==> src/rtl/ups_ad.sv <==
// ups_ad: dual-channel SPI reader for two 12-bit ADCs on a shared sclk/cs_n.
// In: clk, rst_n, start, din0, din1. Out: sclk, cs_n, dv0/data0, dv1/data1, lead_err, busy.
module ups_ad #(
  parameter int HALF_PER   = 8,
  parameter int FRAME_BITS = 16,
  parameter int DATA_W     = 12,
  parameter int QUIET_HP   = 4
) (
  input  logic              clk,
  input  logic              rst_n,
  input  logic              start,
  input  logic              din0,
  input  logic              din1,
  output logic              sclk,
  output logic              cs_n,
  output logic              dv0,
  output logic [DATA_W-1:0] data0,
  output logic              dv1,
  output logic [DATA_W-1:0] data1,
  output logic              lead_err,
  output logic              busy
);

  localparam int TW = (HALF_PER > 1) ? $clog2(HALF_PER) : 1;
  localparam int BW = $clog2(FRAME_BITS + 1);
  localparam int QW = (QUIET_HP > 1) ? $clog2(QUIET_HP) : 1;

  localparam logic [TW-1:0] T_LAST = TW'(HALF_PER - 1);
  localparam logic [BW-1:0] B_LAST = BW'(FRAME_BITS - 1);
  localparam logic [QW-1:0] Q_LAST = QW'(QUIET_HP - 1);

  typedef enum logic [2:0] {
    AD_IDLE,
    AD_CS_SETUP,
    AD_SHIFT,
    AD_CS_STOP,
    AD_QUIET
  } state_t;

  state_t                state_q, state_d;
  logic [TW-1:0]         tmr_q, tmr_d;
  logic                  tick_q, tick_d;
  logic [BW-1:0]         bit_q, bit_d;
  logic [QW-1:0]         qc_q, qc_d;
  logic [FRAME_BITS-1:0] sh0_q, sh0_d;
  logic [FRAME_BITS-1:0] sh1_q, sh1_d;
  logic                  sclk_d, cs_n_d, busy_d;
  logic                  dv_d, lerr_d;
  logic [DATA_W-1:0]     data0_d, data1_d;

  // The tick is registered off the timer wrap, so the FSM acts one
  // cycle after the timer reaches its last count.
  always_comb begin
    state_d = state_q;
    tmr_d   = (tmr_q == T_LAST) ? '0 : tmr_q + 1'b1;
    tick_d  = (tmr_q == T_LAST);
    bit_d   = bit_q;
    qc_d    = qc_q;
    sh0_d   = sh0_q;
    sh1_d   = sh1_q;
    sclk_d  = sclk;
    cs_n_d  = cs_n;
    busy_d  = busy;
    dv_d    = 1'b0;
    lerr_d  = 1'b0;
    data0_d = data0;
    data1_d = data1;
    case (state_q)
      AD_IDLE: begin
        tmr_d  = '0;
        tick_d = 1'b0;
        bit_d  = '0;
        qc_d   = '0;
        sclk_d = 1'b1;
        cs_n_d = 1'b1;
        busy_d = 1'b0;
        if (start) begin
          cs_n_d  = 1'b0;
          busy_d  = 1'b1;
          sh0_d   = '0;
          sh1_d   = '0;
          state_d = AD_CS_SETUP;
        end
      end
      AD_CS_SETUP: begin
        if (tick_q) begin
          sclk_d  = 1'b0;
          state_d = AD_SHIFT;
        end
      end
      AD_SHIFT: begin
        if (tick_q) begin
          if (sclk) begin
            sclk_d = 1'b0;
          end else begin
            sclk_d = 1'b1;
            sh0_d  = {sh0_q[FRAME_BITS-2:0], din0};
            sh1_d  = {sh1_q[FRAME_BITS-2:0], din1};
            bit_d  = bit_q + 1'b1;
            if (bit_q == B_LAST) begin
              state_d = AD_CS_STOP;
            end
          end
        end
      end
      AD_CS_STOP: begin
        if (tick_q) begin
          cs_n_d  = 1'b1;
          dv_d    = 1'b1;
          data0_d = sh0_q[DATA_W-1:0];
          data1_d = sh1_q[DATA_W-1:0];
          lerr_d  = ((sh0_q >> DATA_W) != '0) ||
                    ((sh1_q >> DATA_W) != '0);
          qc_d    = '0;
          state_d = AD_QUIET;
        end
      end
      AD_QUIET: begin
        if (tick_q) begin
          if (qc_q == Q_LAST) begin
            busy_d  = 1'b0;
            state_d = AD_IDLE;
          end else begin
            qc_d = qc_q + 1'b1;
          end
        end
      end
      default: begin
        state_d = AD_IDLE;
        tmr_d   = '0;
        tick_d  = 1'b0;
        bit_d   = '0;
        qc_d    = '0;
        sh0_d   = '0;
        sh1_d   = '0;
        sclk_d  = 1'b1;
        cs_n_d  = 1'b1;
        busy_d  = 1'b0;
        data0_d = '0;
        data1_d = '0;
      end
    endcase
  end

  always_ff @(posedge clk or negedge rst_n) begin
    if (!rst_n) begin
      state_q  <= AD_IDLE;
      tmr_q    <= '0;
      tick_q   <= 1'b0;
      bit_q    <= '0;
      qc_q     <= '0;
      sh0_q    <= '0;
      sh1_q    <= '0;
      sclk     <= 1'b1;
      cs_n     <= 1'b1;
      busy     <= 1'b0;
      dv0      <= 1'b0;
      dv1      <= 1'b0;
      lead_err <= 1'b0;
      data0    <= '0;
      data1    <= '0;
    end else begin
      state_q  <= state_d;
      tmr_q    <= tmr_d;
      tick_q   <= tick_d;
      bit_q    <= bit_d;
      qc_q     <= qc_d;
      sh0_q    <= sh0_d;
      sh1_q    <= sh1_d;
      sclk     <= sclk_d;
      cs_n     <= cs_n_d;
      busy     <= busy_d;
      dv0      <= dv_d;
      dv1      <= dv_d;
      lead_err <= lerr_d;
      data0    <= data0_d;
      data1    <= data1_d;
    end
  end

endmodule

==> config.mk <==
export PLATFORM = sky130hd
export DESIGN_NAME = ups_ad
export DESIGN_NICKNAME = d
export VERILOG_FILES = /design/src/rtl/ups_ad.sv
export SDC_FILE = /design/constraint.sdc
export NUM_CORES = 1
export LEC_CHECK = 0
export ABC_AREA = 1
export CORE_AREA = 2 2 135 71
export CTS_BUF_LIST = sky130_fd_sc_hd__clkbuf_4 sky130_fd_sc_hd__clkbuf_8
export DETAILED_ROUTE_END_ITERATION = 12
export DIE_AREA = 0 0 137 73
export GPL_ROUTABILITY_DRIVEN = 0
export GPL_TIMING_DRIVEN = 1
export PLACE_DENSITY_LB_ADDON = 0.12
export SYNTH_ARGS = -nofsm -noshare
export SYNTH_HDL_FRONTEND = slang
export SYNTH_SLANG_ARGS = --single-unit
==> constraint.sdc <==
create_clock -name clk -period 4.48 [get_ports clk]
set_clock_uncertainty 0.05 [all_clocks]
set_input_delay 0.896 -clock clk [delete_from_list [all_inputs] [get_ports clk]]
set_output_delay 0.896 -clock clk [all_outputs]
set_load 0.005 [all_outputs]
==> run_results.csv <==
group,metric,value,unit
run_status,status,"completed",
hold_path,hp-class,"reg -> reg",
floorplanning,die_area,10000,um2
cts,clk_path_buf_depth,2,
global_routing,grt_pass1_wl,12100,um
drt,drt-initial-drc-count,233,
floorplanning,core,9010,um2
logic_synthesis,seq_area_frac_synth,54.5,%
power,power_frac_clock,24.9,%
finish,layout_common_cells,"182 x nand2_1, 73 x dfrtp_1, 33 x nand3b_1, 33 x clkdlybuf4s50_1, 20 x o21ai_0",
timing,max_freq,0.412,GHz
drt,finalWirelength,7060,um
power,p_sw_share,40.1,%
place,dp_hpwl,4430,um
critical_path,critPathCaptureType,"flip-flop",
logic_synthesis,yosys_warnings,0,
logic_synthesis,synth_seq_cells,75,
logic_synthesis,syn-num-nets,413,
critical_path,cp_common_cell,"nand2_1",
timing,fin_crit_sh,54.2,%
floorplanning,start_util,38.3,%
critical_path,worstSetupEndpoint,"sh0_q[10]",
critical_path,r2r_end,"sh0_q[10]",
power,seq_power_share,42.4,%
timing,fin_ws,2.05,ns
global_routing,grt_max_degree,76,
power,combPwrFrac,32.6,%
finish,area_growth,16.1,%
timing,rsz0062_at_grt,"false",
logic_synthesis,yosys-top-cells-area,"dfrtp_1 53%, nand2_1 20%, nand3b_1 7.2%",
timing,drv_slew,0,
timing,tns,0,ns
logic_synthesis,yosys.area.top_type,"dfrtp_1",
cts,cts_hold_buffers,0,
power,switchingPower,762,uW
logic_synthesis,yosys.cell_types.count,28,
floorplanning,num_io_pins,35,
place,place_ws,1.72,ns
drt,drt-wirelength-per-cell,12.7,um
cts,numClockSinks,75,
drt,viasPerCell,4.62,
power,power-per-cell-area,475,nW/um2
power,p_int,1.14,mW
critical_path,crit_path_start,"state_q[2]",
logic_synthesis,ys.flop_type,"dfrtp_1",
critical_path,crit_type,"reg -> reg",
critical_path,worst-path-max-fanout,36,
power,leakage,1.92,nW
drt,vias,2568,
timing,min_period,2.43,ns
critical_path,crit_chain,"nor2_1 > nand2_1 > nand2_2 > nand2_1 > buf_4 > nand2_1 > nand2_1",
finish,final_nets,440,
finish,drive_above_1_share,7.36,%
global_routing,grt_use_total,16.0,%
floorplanning,die_y,73,um
finish,diodes,0,
drt,drtPass1Iterations,7,
cts,clk_latency,0.35,ns
global_routing,antenna_found_initial,0,
floorplanning,die_x,137,um
drt,drc,0,
finish,fill_cells,886,
cts,post_cts_buffers,0,
logic_synthesis,synth_cells,403,
power,peakVddDrop,0.210,mV
global_routing,overflow,0,
timing,worst-slew-pin-transition,0.959,ns
cts,clockRootBuffer,"clkbuf_8",
critical_path,r2r-start,"state_q[2]",
floorplanning,row_count,25,
cts,cts_resized,0,
global_routing,grt_pass1_vias,2456,
finish,layout_commonest_cell,"nand2_1",
logic_synthesis,synth_edf_count,0,
drt,drtAntennaViolNets,0,
cts,cts_buffers,9,
critical_path,startpoint_type,"flip-flop",
critical_path,reg2regPathDepth,7,
timing,setup_viol,0,
logic_synthesis,synthDominantCellAreaShare,53.0,%
cts,clkTransAtPathRegs,0.07,ns
hold_path,hold_path.startpoint,"sh0_q[15]",
critical_path,critical_path_arrival,2.62,ns
cts,cts_max_level,3,
critical_path,required,4.67,ns
logic_synthesis,syn-cell-area,3450,um2
place,io_buffer_count,34,
critical_path,critPathMaxStageDelay,0.53,ns
critical_path,r2r_setup_slack,2.05,ns
logic_synthesis,synth_async_sr_flop_share,100,%
logic_synthesis,avgSynthCellArea,8.56,um2
timing,finalHoldViolCount,0,
critical_path,critPathSlowestCell,"dfrtp_1",
timing,max-slew-margin-rel,36.1,%
cts,cts_tree,"done",
run,maxCapViolCount,0,
==> synthesized netlist by cell type (2+ instances only) <==
cell,n
buf_4,9
nand3_2,2
inv_1,18
dfstp_2,2
o21ai_0,20
nand2_1,182
dfrtp_1,73
nor3_1,2
buf_2,5
nand3_1,7
buf_6,2
o21ai_1,11
clkbuf_1,5
ha_1,5
nand3b_1,33
nor2_1,12
nand2_2,2
nor4_1,2
nor2_4,2
==> routing by layer <==
layer | track usage (%) | vias up | routed length [um]
met3 | 5.76 | 9 | 393
met5 | 0 | - | 0
met1 | 24.6 | 1176 | 4000
met2 | 20.7 | 56 | 2610
met4 | 4.47 | 0 | 61
li1 | - | 1327 | -
==> worst max-delay path: cells and delay by family, from the launching register on <==
family,cells,cell delay [ns]
flip-flops,1,0.53
AND/OR/NAND/NOR,6,1.39
buffers and inverters,1,0.33
==> state kept, by name (all words and copies together), names as in the netlist, 2 cells and up <==
name,count
sh0_q,16
qc_q,2
bit_q,5
data0,12
tmr_q,3
data1,12
sh1_q,16
state_q,3
==> how the worst min path moves through the flow <==
stage                      endpoint  slack (ns)  cells after the start
after detailed placement  sh1_q[15]        0.42                      2
final                     sh0_q[15]        0.43                      2
after global routing      sh1_q[15]        0.45                      2
after global placement    sh1_q[15]        0.41                      2
after floorplan           sh0_q[15]        0.39                      2
after CTS                 sh1_q[15]        0.43                      2
==> layout make-up <==
cell class	instances	area (um2)	share of cell area, %
clock buffer	13	160	4.00
sequential	75	1880	46.9
multi-input combinational	288	1370	34.1
timing repair buffer	37	360	9.00
inverter	19	71.3	1.78
tap	121	151	3.78
clock inverter	3	17.5	0.437
==> kinds of logic (layout without fill, tap and decap cells) <==
| group | Yosys count | in the layout | synth area share (%) |
|---|---|---|---|
| and+or+nand+nor | 246 | 246 | 31.9 |
| DFF | 75 | 75 | 54.5 |
| buffers and inverters | 40 | 72 | 5.95 |
| AOI/OAI and AO/OA | 35 | 35 | 5.30 |
| adders and majority gates | 5 | 5 | 1.81 |
| xor gates and xnor gates | 1 | 1 | 0.254 |
| muxes | 1 | 1 | 0.290 |
==> power by group through the flow <==
stage	combinational (mW)	clock [mW]	sequential [mW]
3_5_place_dp	0.621	0	0.818
3_3_place_gp	0.619	0	0.818
4_1_cts	0.625	0.492	0.806
6_report	0.620	0.474	0.806
5_1_grt	0.714	0.521	0.814
2_1_floorplan	0.503	0	0.804
==> stage by stage <==
step                      power, mW  std cells  instance area (um2)  hold WS (ns)  utilization [%]
after floorplan                1.31        403                 3450         0.394                -
after global placement         1.44        540                 3830         0.413             42.5
after detailed placement       1.44        540                 3830         0.417             42.5
after CTS                      1.92        556                 4010         0.434             44.5
after global routing           2.05        556                 4010         0.447             44.5
final                          1.90        556                 4010         0.429             44.5
No activity file was read; power rests on OpenSTA's default activity.
